==> src/rtl/if_pkg.sv <==
// rtl/if_pkg.sv - shared types and constants for the instruction-fetch stage
package if_pkg;

   typedef enum logic [1:0] {
      S_IDLE  = 2'd0,
      S_FETCH = 2'd1,
      S_HOLD  = 2'd2,
      S_DRAIN = 2'd3
   } if_state_e;

   localparam logic [31:0] NOP_INST      = 32'h0000_0000;
   localparam logic [31:0] PC_ALIGN_MASK = 32'hFFFF_FFFC;

   function automatic logic [31:0] align_pc(input logic [31:0] pc);
      return pc & PC_ALIGN_MASK;
   endfunction

endpackage

==> src/rtl/if_fetch_unit.sv <==
// rtl/if_fetch_unit.sv - instruction-fetch stage feeding the IF/ID register
module if_fetch_unit
   import if_pkg::*;
#(
   parameter logic [31:0] RESET_PC = 32'h0000_0000,
   parameter int unsigned PC_STEP  = 4
) (
   input  logic        clk_i,
   input  logic        rst_i,
   input  logic        stall_i,
   input  logic        redirect_i,
   input  logic [31:0] redirect_pc_i,
   output logic        imem_req_o,
   output logic [31:0] imem_addr_o,
   input  logic        imem_ack_i,
   input  logic [31:0] imem_rdata_i,
   output logic [31:0] fetch_pc_o,
   output logic [31:0] fetch_inst_o,
   output logic        fetch_valid_o,
   output logic [31:0] fetch_count_o
);

   if_state_e   state;
   logic [31:0] pc_q;
   logic [31:0] hold_q;
   logic [31:0] count_q;
   logic [31:0] tgt_q;
   logic [31:0] pc_next_seq;
   logic [31:0] redirect_tgt;
   logic        accept;

   assign pc_next_seq  = pc_q + 32'(PC_STEP);
   assign redirect_tgt = align_pc(redirect_pc_i);

   assign imem_addr_o   = pc_q;
   assign fetch_pc_o    = pc_q;
   assign fetch_count_o = count_q;
   assign accept        = fetch_valid_o && !stall_i && !redirect_i;

   // Data path is combinational so a zero-wait ack is presented in the request cycle.
   always_comb begin
      imem_req_o    = 1'b0;
      fetch_valid_o = 1'b0;
      fetch_inst_o  = NOP_INST;
      case (state)
         S_FETCH: begin
            imem_req_o = 1'b1;
            if (imem_ack_i && !redirect_i) begin
               fetch_valid_o = 1'b1;
               fetch_inst_o  = imem_rdata_i;
            end
         end
         S_HOLD: begin
            fetch_valid_o = 1'b1;
            fetch_inst_o  = hold_q;
         end
         S_DRAIN: imem_req_o = 1'b1;
         default: ;
      endcase
   end

   always_ff @(posedge clk_i or posedge rst_i) begin
      if (rst_i) begin
         state   <= S_IDLE;
         pc_q    <= RESET_PC;
         hold_q  <= NOP_INST;
         count_q <= 32'd0;
         tgt_q   <= RESET_PC;
      end else begin
         if (accept) begin
            pc_q    <= pc_next_seq;
            count_q <= count_q + 32'd1;
         end
         case (state)
            S_IDLE: begin
               state <= S_FETCH;
               if (redirect_i) pc_q <= redirect_tgt;
            end
            S_FETCH: begin
               if (imem_ack_i) begin
                  if (redirect_i) begin
                     pc_q <= redirect_tgt;
                  end else if (stall_i) begin
                     hold_q <= imem_rdata_i;
                     state  <= S_HOLD;
                  end
               end else if (redirect_i) begin
                  // The bus transaction cannot be withdrawn; finish it and refetch later.
                  tgt_q <= redirect_tgt;
                  state <= S_DRAIN;
               end
            end
            S_HOLD: begin
               if (redirect_i) begin
                  pc_q  <= redirect_tgt;
                  state <= S_FETCH;
               end else if (!stall_i) begin
                  state <= S_FETCH;
               end
            end
            S_DRAIN: begin
               if (imem_ack_i) begin
                  pc_q  <= redirect_i ? redirect_tgt : tgt_q;
                  state <= S_FETCH;
               end else if (redirect_i) begin
                  tgt_q <= redirect_tgt;
               end
            end
            default: state <= S_IDLE;
         endcase
      end
   end

endmodule

==> config.mk <==
export PLATFORM = sky130hd
export DESIGN_NAME = if_fetch_unit
export DESIGN_NICKNAME = d
export VERILOG_FILES = /design/src/rtl/if_pkg.sv /design/src/rtl/if_fetch_unit.sv
export SDC_FILE = /design/constraint.sdc
export NUM_CORES = 1
export LEC_CHECK = 0
export BUFFER_PORTS_ARGS = -buffer_cell sky130_fd_sc_hd__buf_4
export CAP_MARGIN = 25
export CORE_MARGIN = 2
export CORE_UTILIZATION = 35
export DETAILED_ROUTE_END_ITERATION = 10
export PLACE_DENSITY_LB_ADDON = 0.15
export SYNTH_ARGS = -nofsm -noshare
export SYNTH_HDL_FRONTEND = slang
export SYNTH_SLANG_ARGS = --single-unit
==> constraint.sdc <==
create_clock -name clk_i -period 3.45 [get_ports clk_i]
set_clock_uncertainty 0.15 [all_clocks]
set_input_delay 0.1725 -clock clk_i [delete_from_list [all_inputs] [get_ports clk_i]]
set_output_delay 0.1725 -clock clk_i [all_outputs]
set_load 0.005 [all_outputs]
### After elaboration in Yosys (flattened, before gate mapping)

Cells that the tools add are included.

| storage, ports and cells | value |
|---|---|
| output and inout bits | 130 |
| memory bits (writable) | 0 |
| memories | 0 |
| bits in read-only memories | 0 |
| register bits after elaboration | 130 |
| bits in latches | 0 |
| input bits | 69 |
| logic and storage cells | 47 |

| operators by class | value |
|---|---|
| div/mod/pow operators | 0 |
| shift-type cells | 0 |
| order comparisons | 0 |
| multipliers | 0 |
| equality and inequality tests | 8 |
| reductions and logical operators | 11 |
| add/sub/neg operators | 2 |
| bitwise gates (word level) | 2 |
| mux-type cells | 19 |

Operator list:

| operator | number |
|---|---|
| 32-bit 2-to-1 mux | 6 |
| 32-bit one-hot mux with 3 select lines | 1 |
| 32-bit one-hot mux with 2 select lines | 1 |
| 32-bit by 1-bit adder with 32-bit output, second input constant | 1 |
| 32-bit by 3-bit adder with 32-bit output, second input constant | 1 |
| 2-bit 2-to-1 mux | 7 |
| 3-bit inequality test, second input constant | 4 |
| 2-bit one-hot mux with 4 select lines | 1 |
| 5-bit AND reduction | 1 |
| 2-bit == test, second input constant | 2 |
| 4-bit AND reduction | 1 |
| 2-bit OR reduction | 2 |
| 1-bit logical AND | 3 |
| 2-bit by 1-bit == test with 1-bit output, second input constant | 1 |
| 1-bit logical NOT | 2 |
| 2-bit logical NOT | 1 |
| 1-bit 2-to-1 mux | 2 |
| 2-bit inequality test, second input constant | 1 |
| 1-bit NOT | 2 |
| 1-bit one-hot mux with 2 select lines | 1 |
| 2-bit AND reduction | 1 |

### Logic depth before layout (Yosys ltp)

| depth | value |
|---|---|
| word-level depth | 10 |
| mapped depth | 10 |
| depth with buffers taken out | 8 |

### Least setup slack after synthesis

No wires, ideal clock.

| timing path | value |
|---|---|
| kind | reg2reg |
| start point | reg state[0] |
| end point | reg pc_q[21], in the netlist fetch_pc_o[21] |
| stages on the path, launching flop included | 10 |
| arrival | 2.556 ns |
| data required time | 3.227 ns |
| path slack | 0.671 ns |
| buffers on the path | 1 |
| period minus slack after synthesis | 2.779 ns |
| setup time | 0.073 ns |
| path through | dfrtp_1 > inv_1 > ha_1 > or3b_1 > buf_6 > nor4_4 > nand2_2 > or4_1 > a31o_1 > a21oi_2 |

| on the way | value |
|---|---|
| word-level cells in the longest chain between the ends | 8 |
| elaborated cells between the ends (all ways) | 13 |
| classes of those cells | eq/ne (3); mux (6); reduce/logical (4) |

RTL lines:

| item | line | RTL |
|---|---|---|
| start, declared | if_fetch_unit.sv:23 | `if_state_e state;` |
| start signal, assigned | if_fetch_unit.sv:64 | `state <= S_IDLE;` |
| start signal, assigned | if_fetch_unit.sv:76 | `state <= S_FETCH;` |
| start signal, assigned | if_fetch_unit.sv:85 | `state <= S_HOLD;` |
| 2-bit == test or 2-bit by 1-bit == test with 1-bit output (tied branches) | if_fetch_unit.sv:45, if_fetch_unit.sv:74 |  |
| 1-bit one-hot mux with 2 select lines | if_fetch_unit.sv:45 | `case (state)` |
| 1-bit logical AND (2 in a row) | if_fetch_unit.sv:38 | `assign accept = fetch_valid_o && !stall_i && !redirect_i;` |
| 32-bit 2-to-1 mux | if_fetch_unit.sv:70 | `if (accept) begin` |
| 32-bit 2-to-1 mux | if_fetch_unit.sv:77, if_fetch_unit.sv:81, if_fetch_unit.sv:94 |  |
| 32-bit 2-to-1 mux | if_fetch_unit.sv:80 | `if (imem_ack_i) begin` |
| 32-bit one-hot mux with 3 select lines * | if_fetch_unit.sv:74 | `case (state)` |
| end signal, assigned | if_fetch_unit.sv:71 | `pc_q <= pc_next_seq;` |
| end signal, assigned | if_fetch_unit.sv:77 | `if (redirect_i) pc_q <= redirect_tgt;` |
| end signal, assigned | if_fetch_unit.sv:82 | `pc_q <= redirect_tgt;` |
| end, declared | if_fetch_unit.sv:24 | `logic [31:0] pc_q;` |

Mark *: on every way between the ends. The rest lies on a longest branch, timed or not.
A chain may end at the register's enable or synchronous reset.

### Worst setup path in the final report

| timing path | value |
|---|---|
| start point | reg state[1] |
| end point | out fetch_inst_o[7] |

| on the way | value |
|---|---|
| word-level cells in the longest chain between the ends | 2 |
| elaborated cells between the ends (all ways) | 3 |
| classes of those cells | eq/ne (2); mux (1) |

RTL lines:

| item | line | RTL |
|---|---|---|
| 2-bit == test or 2-bit by 1-bit == test with 1-bit output (tied branches) | if_fetch_unit.sv:45 |  |
| 32-bit one-hot mux with 2 select lines * | if_fetch_unit.sv:45 |  |
| end, declared | if_fetch_unit.sv:18 | `output logic [31:0] fetch_inst_o,` |

Marks and branches as above.

==> results.sh <==
export IMPL_port_buffers=196
export IMPL_antenna_found_initial=0
export IMPL_dp_slack_ps=501
export IMPL_hold_violations=0
export IMPL_syn_avg_cell_area_sq_um=9.76
export IMPL_drive_above_1_share=0.324
export IMPL_nets=1087
export IMPL_syn_to_final_growth_pct=37.5
export IMPL_yosysWarningCount=0
export IMPL_cts_tree="built"
export IMPL_synth_seq_cells=130
export IMPL_post_route_min_period_ps=2980
export IMPL_rsz0062_at_grt="false"
export IMPL_globalplace_congestion=0.776
export IMPL_clkSinkCount=130
export IMPL_synth_ff_type="dfrtp_1"
export IMPL_clkPwrFrac=0.229
export IMPL_final_area_sq_mm=0.0104
export IMPL_antenna_cells=0
export IMPL_crit_type="register to output port"
export IMPL_ant_nets=0
export IMPL_cts_root_buffer="clkbuf_16"
export IMPL_avgRoutedWirePerCell_microns=17.9
export IMPL_fin_crit_sh=0.865
export IMPL_cts_inserted_buffers=17
export IMPL_cap_violations=0
export IMPL_syn_nets=854
export IMPL_viasPerCell=5.31
export IMPL_setup_ws_ps=466
export IMPL_setup_tns_ps=0
export IMPL_grt_max_degree=49
export IMPL_netSwitchingFraction=0.368
export IMPL_synthTopCellsByArea="dfrtp_1, mux2_2, xnor2_1"
export IMPL_ios=199
export IMPL_drv_slew=0
export IMPL_synth_cell_types=63
export IMPL_cellPowerDensity_mw_per_mm2=736
export IMPL_path_clk_slew_ps=50
export IMPL_groute_usage_overall=0.204
export IMPL_num_rows=53
export IMPL_status="finished, final reports clean"
export IMPL_p_comb_frac=0.432
export IMPL_syn_cell_area_sq_mm=0.00759
export IMPL_synth_edf_count=0
export IMPL_p_int_uw=4850
export IMPL_ctsResizeCount=0
export IMPL_postPlaceCellArea_sq_mm=0.00925
export IMPL_setup_viol_count_final=0
export IMPL_cellLeakagePower_uw=0.00467
export IMPL_synthCells=778
export IMPL_insertion_delay_ps=420
export IMPL_vias=6902
export IMPL_max_freq_ghz=0.335
export IMPL_fin_util=0.494
export IMPL_synth_async_sr_flop_share=1.00
export IMPL_cts_setup_buffers=0
export IMPL_die_y_microns=151
export IMPL_switchingPower_uw=2830
export IMPL_critPathArrivalTime_ps=2660
export IMPL_slew_headroom=0.417
export IMPL_grt_pass1_wl_mm=36.3
export IMPL_yosysTopAreaCell="dfrtp_1"
export IMPL_cts_max_path_buffers=2
export IMPL_ctsHoldBuffers=63
export IMPL_drc=0
export IMPL_grt_overflow=0
export IMPL_fp_dieArea_sq_mm=0.0229
export IMPL_hp_class="input port to register"
export IMPL_finalWirelength_mm=23.2
export IMPL_dpl_hpwl_mm=15.8
export IMPL_synth_top_area_frac=0.428
export IMPL_cp_end_kind="output port"
export IMPL_ir_drop_mv=0.317
export IMPL_worst_slew_pin_slew_ps=872
export IMPL_seq_area_frac_synth=0.428
export IMPL_start_kind="register"
export IMPL_holdWs_ps=136
export IMPL_cts_max_level=4
export IMPL_crit_required_ps=3130
export IMPL_start_util=0.359
export IMPL_seqPwrFrac=0.339
export IMPL_drtPass1Iterations=5
export IMPL_grt_pass1_vias=6650
export IMPL_fp_coreArea_sq_mm=0.0212
export IMPL_drt_first_iter_violations=373
export IMPL_die_x_microns=151
export IMPL_worstPathMaxFanout=31
[stage by stage]
stage	total power [uW]	instances
after floorplan	4620	778
after global placement	5840	1204
after detailed placement	5870	1204
after CTS	7720	1299
after global routing	8170	1299
final	7680	1299
[final timing paths]
path	slack, ps	from	cells past startpoint	end
setup / recovery	470	state[1]$_DFFE_PP0P_	8	fetch_inst_o[7]
hold / removal	140	imem_ack_i	2	state[0]$_DFFE_PP0P_
setup reg to reg	500	state[0]$_DFFE_PP0P_	8	fetch_count_o[28]$_DFFE_PP0N_
hold reg to reg	330	fetch_count_o[31]$_DFFE_PP0N_	1	fetch_count_o[31]$_DFFE_PP0N_
max in group asynchronous	2070	rst_i	4	fetch_count_o[1]$_DFFE_PP0N_
min in group asynchronous	320	rst_i	3	hold_q[9]$_DFFE_PP0P_
[layout by cell type (no fill, tap or decap), types with 3 or more instances in the layout]
| cell | count |
|---|---|
| a211oi_1 | 3 |
| a21boi_0 | 5 |
| and4_1 | 5 |
| o211ai_1 | 4 |
| nand2b_1 | 7 |
| o22ai_1 | 11 |
| a21oi_1 | 32 |
| nor3_1 | 10 |
| nor2b_1 | 38 |
| nand3_1 | 17 |
| ha_1 | 7 |
| mux2_2 | 63 |
| nor2_1 | 41 |
| o21a_1 | 5 |
| a211o_1 | 3 |
| a22oi_1 | 36 |
| nor4_1 | 3 |
| a21o_1 | 3 |
| nor4_4 | 3 |
| nand2_1 | 71 |
| clkinv_2 | 6 |
| buf_4 | 221 |
| and3_1 | 6 |
| o21ai_0 | 43 |
| a221oi_1 | 8 |
| a32o_1 | 3 |
| xnor2_1 | 38 |
| dlygate4sd3_1 | 63 |
| dfrtp_1 | 130 |
| clkbuf_16 | 17 |
| inv_1 | 15 |
| or2_2 | 4 |
| nand4_1 | 23 |
| a221o_1 | 5 |
| clkinvlp_4 | 4 |
| xor2_1 | 19 |
| clkbuf_8 | 4 |
| mux2i_1 | 11 |
[layer usage]
layer  track usage  share of wire
met1         0.276           0.45
met2         0.322           0.47
met3        0.0578          0.073
met4        0.0528          0.010
met5             0              0
[sequential cells by signal (all words and copies together) (netlist names)]
signal,count
fetch_pc_o,32
state,2
tgt_q,32
fetch_count_o,32
hold_q,32
[synth_stat cells (4+ instances only)]
cell type,number
ha_1,7
inv_1,16
a22oi_1,36
a221o_1,5
and4_1,5
nand3_1,17
xnor2_1,38
buf_1,8
and3_1,6
nor2_1,42
nor2b_1,38
nand2_1,71
mux2_2,63
a221oi_1,8
o211ai_1,4
o21ai_0,43
nor3_1,10
nand2b_1,7
clkbuf_1,31
dfrtp_1,130
mux2i_1,11
o21a_1,5
or2_2,4
a21oi_1,32
buf_4,32
xor2_1,19
nand4_1,23
o22ai_1,11
a21boi_0,5
[cell type report]
| cell class | instances | area, sq um |
|---|---|---|
| Clock buffer | 22 | 484 |
| Clock inverter | 10 | 82.6 |
| Fill cell | 1995 | 10700 |
| Inverter | 17 | 67.6 |
| Multi-Input combinational cell | 559 | 3880 |
| Sequential cell | 130 | 3250 |
| Tap cell | 275 | 344 |
| Timing Repair Buffer | 286 | 2330 |
[worst max-delay path, stage by stage (launching register included)]
cell	delay [ps]
dfrtp_1	390
inv_1	120
ha_1	550
nand2_1	270
nor2_2	130
buf_4	350
a22oi_1	130
nor2b_1	160
buf_4	130
[power groups by stage]
stage / logic (uW) / registers [uW] / clock network (uW)
floorplan: 2140 / 2480 / 0
global placement: 3220 / 2610 / 0
detailed placement: 3250 / 2620 / 0
CTS: 3320 / 2610 / 1790
global route: 3630 / 2690 / 1860
finish: 3320 / 2610 / 1760
[cell families after synthesis]
family | count (synthesis) | share of synthesized area
AO/OA/AOI/OAI | 181 | 0.159
flip-flops | 130 | 0.428
multiplexers | 74 | 0.108
XOR/XNOR | 57 | 0.0657
adder cells (fa/ha/maj) | 7 | 0.0115
buffers and inverters | 89 | 0.0608
AND/OR/NAND/NOR | 240 | 0.166
Power figures use the tool's default switching activity.
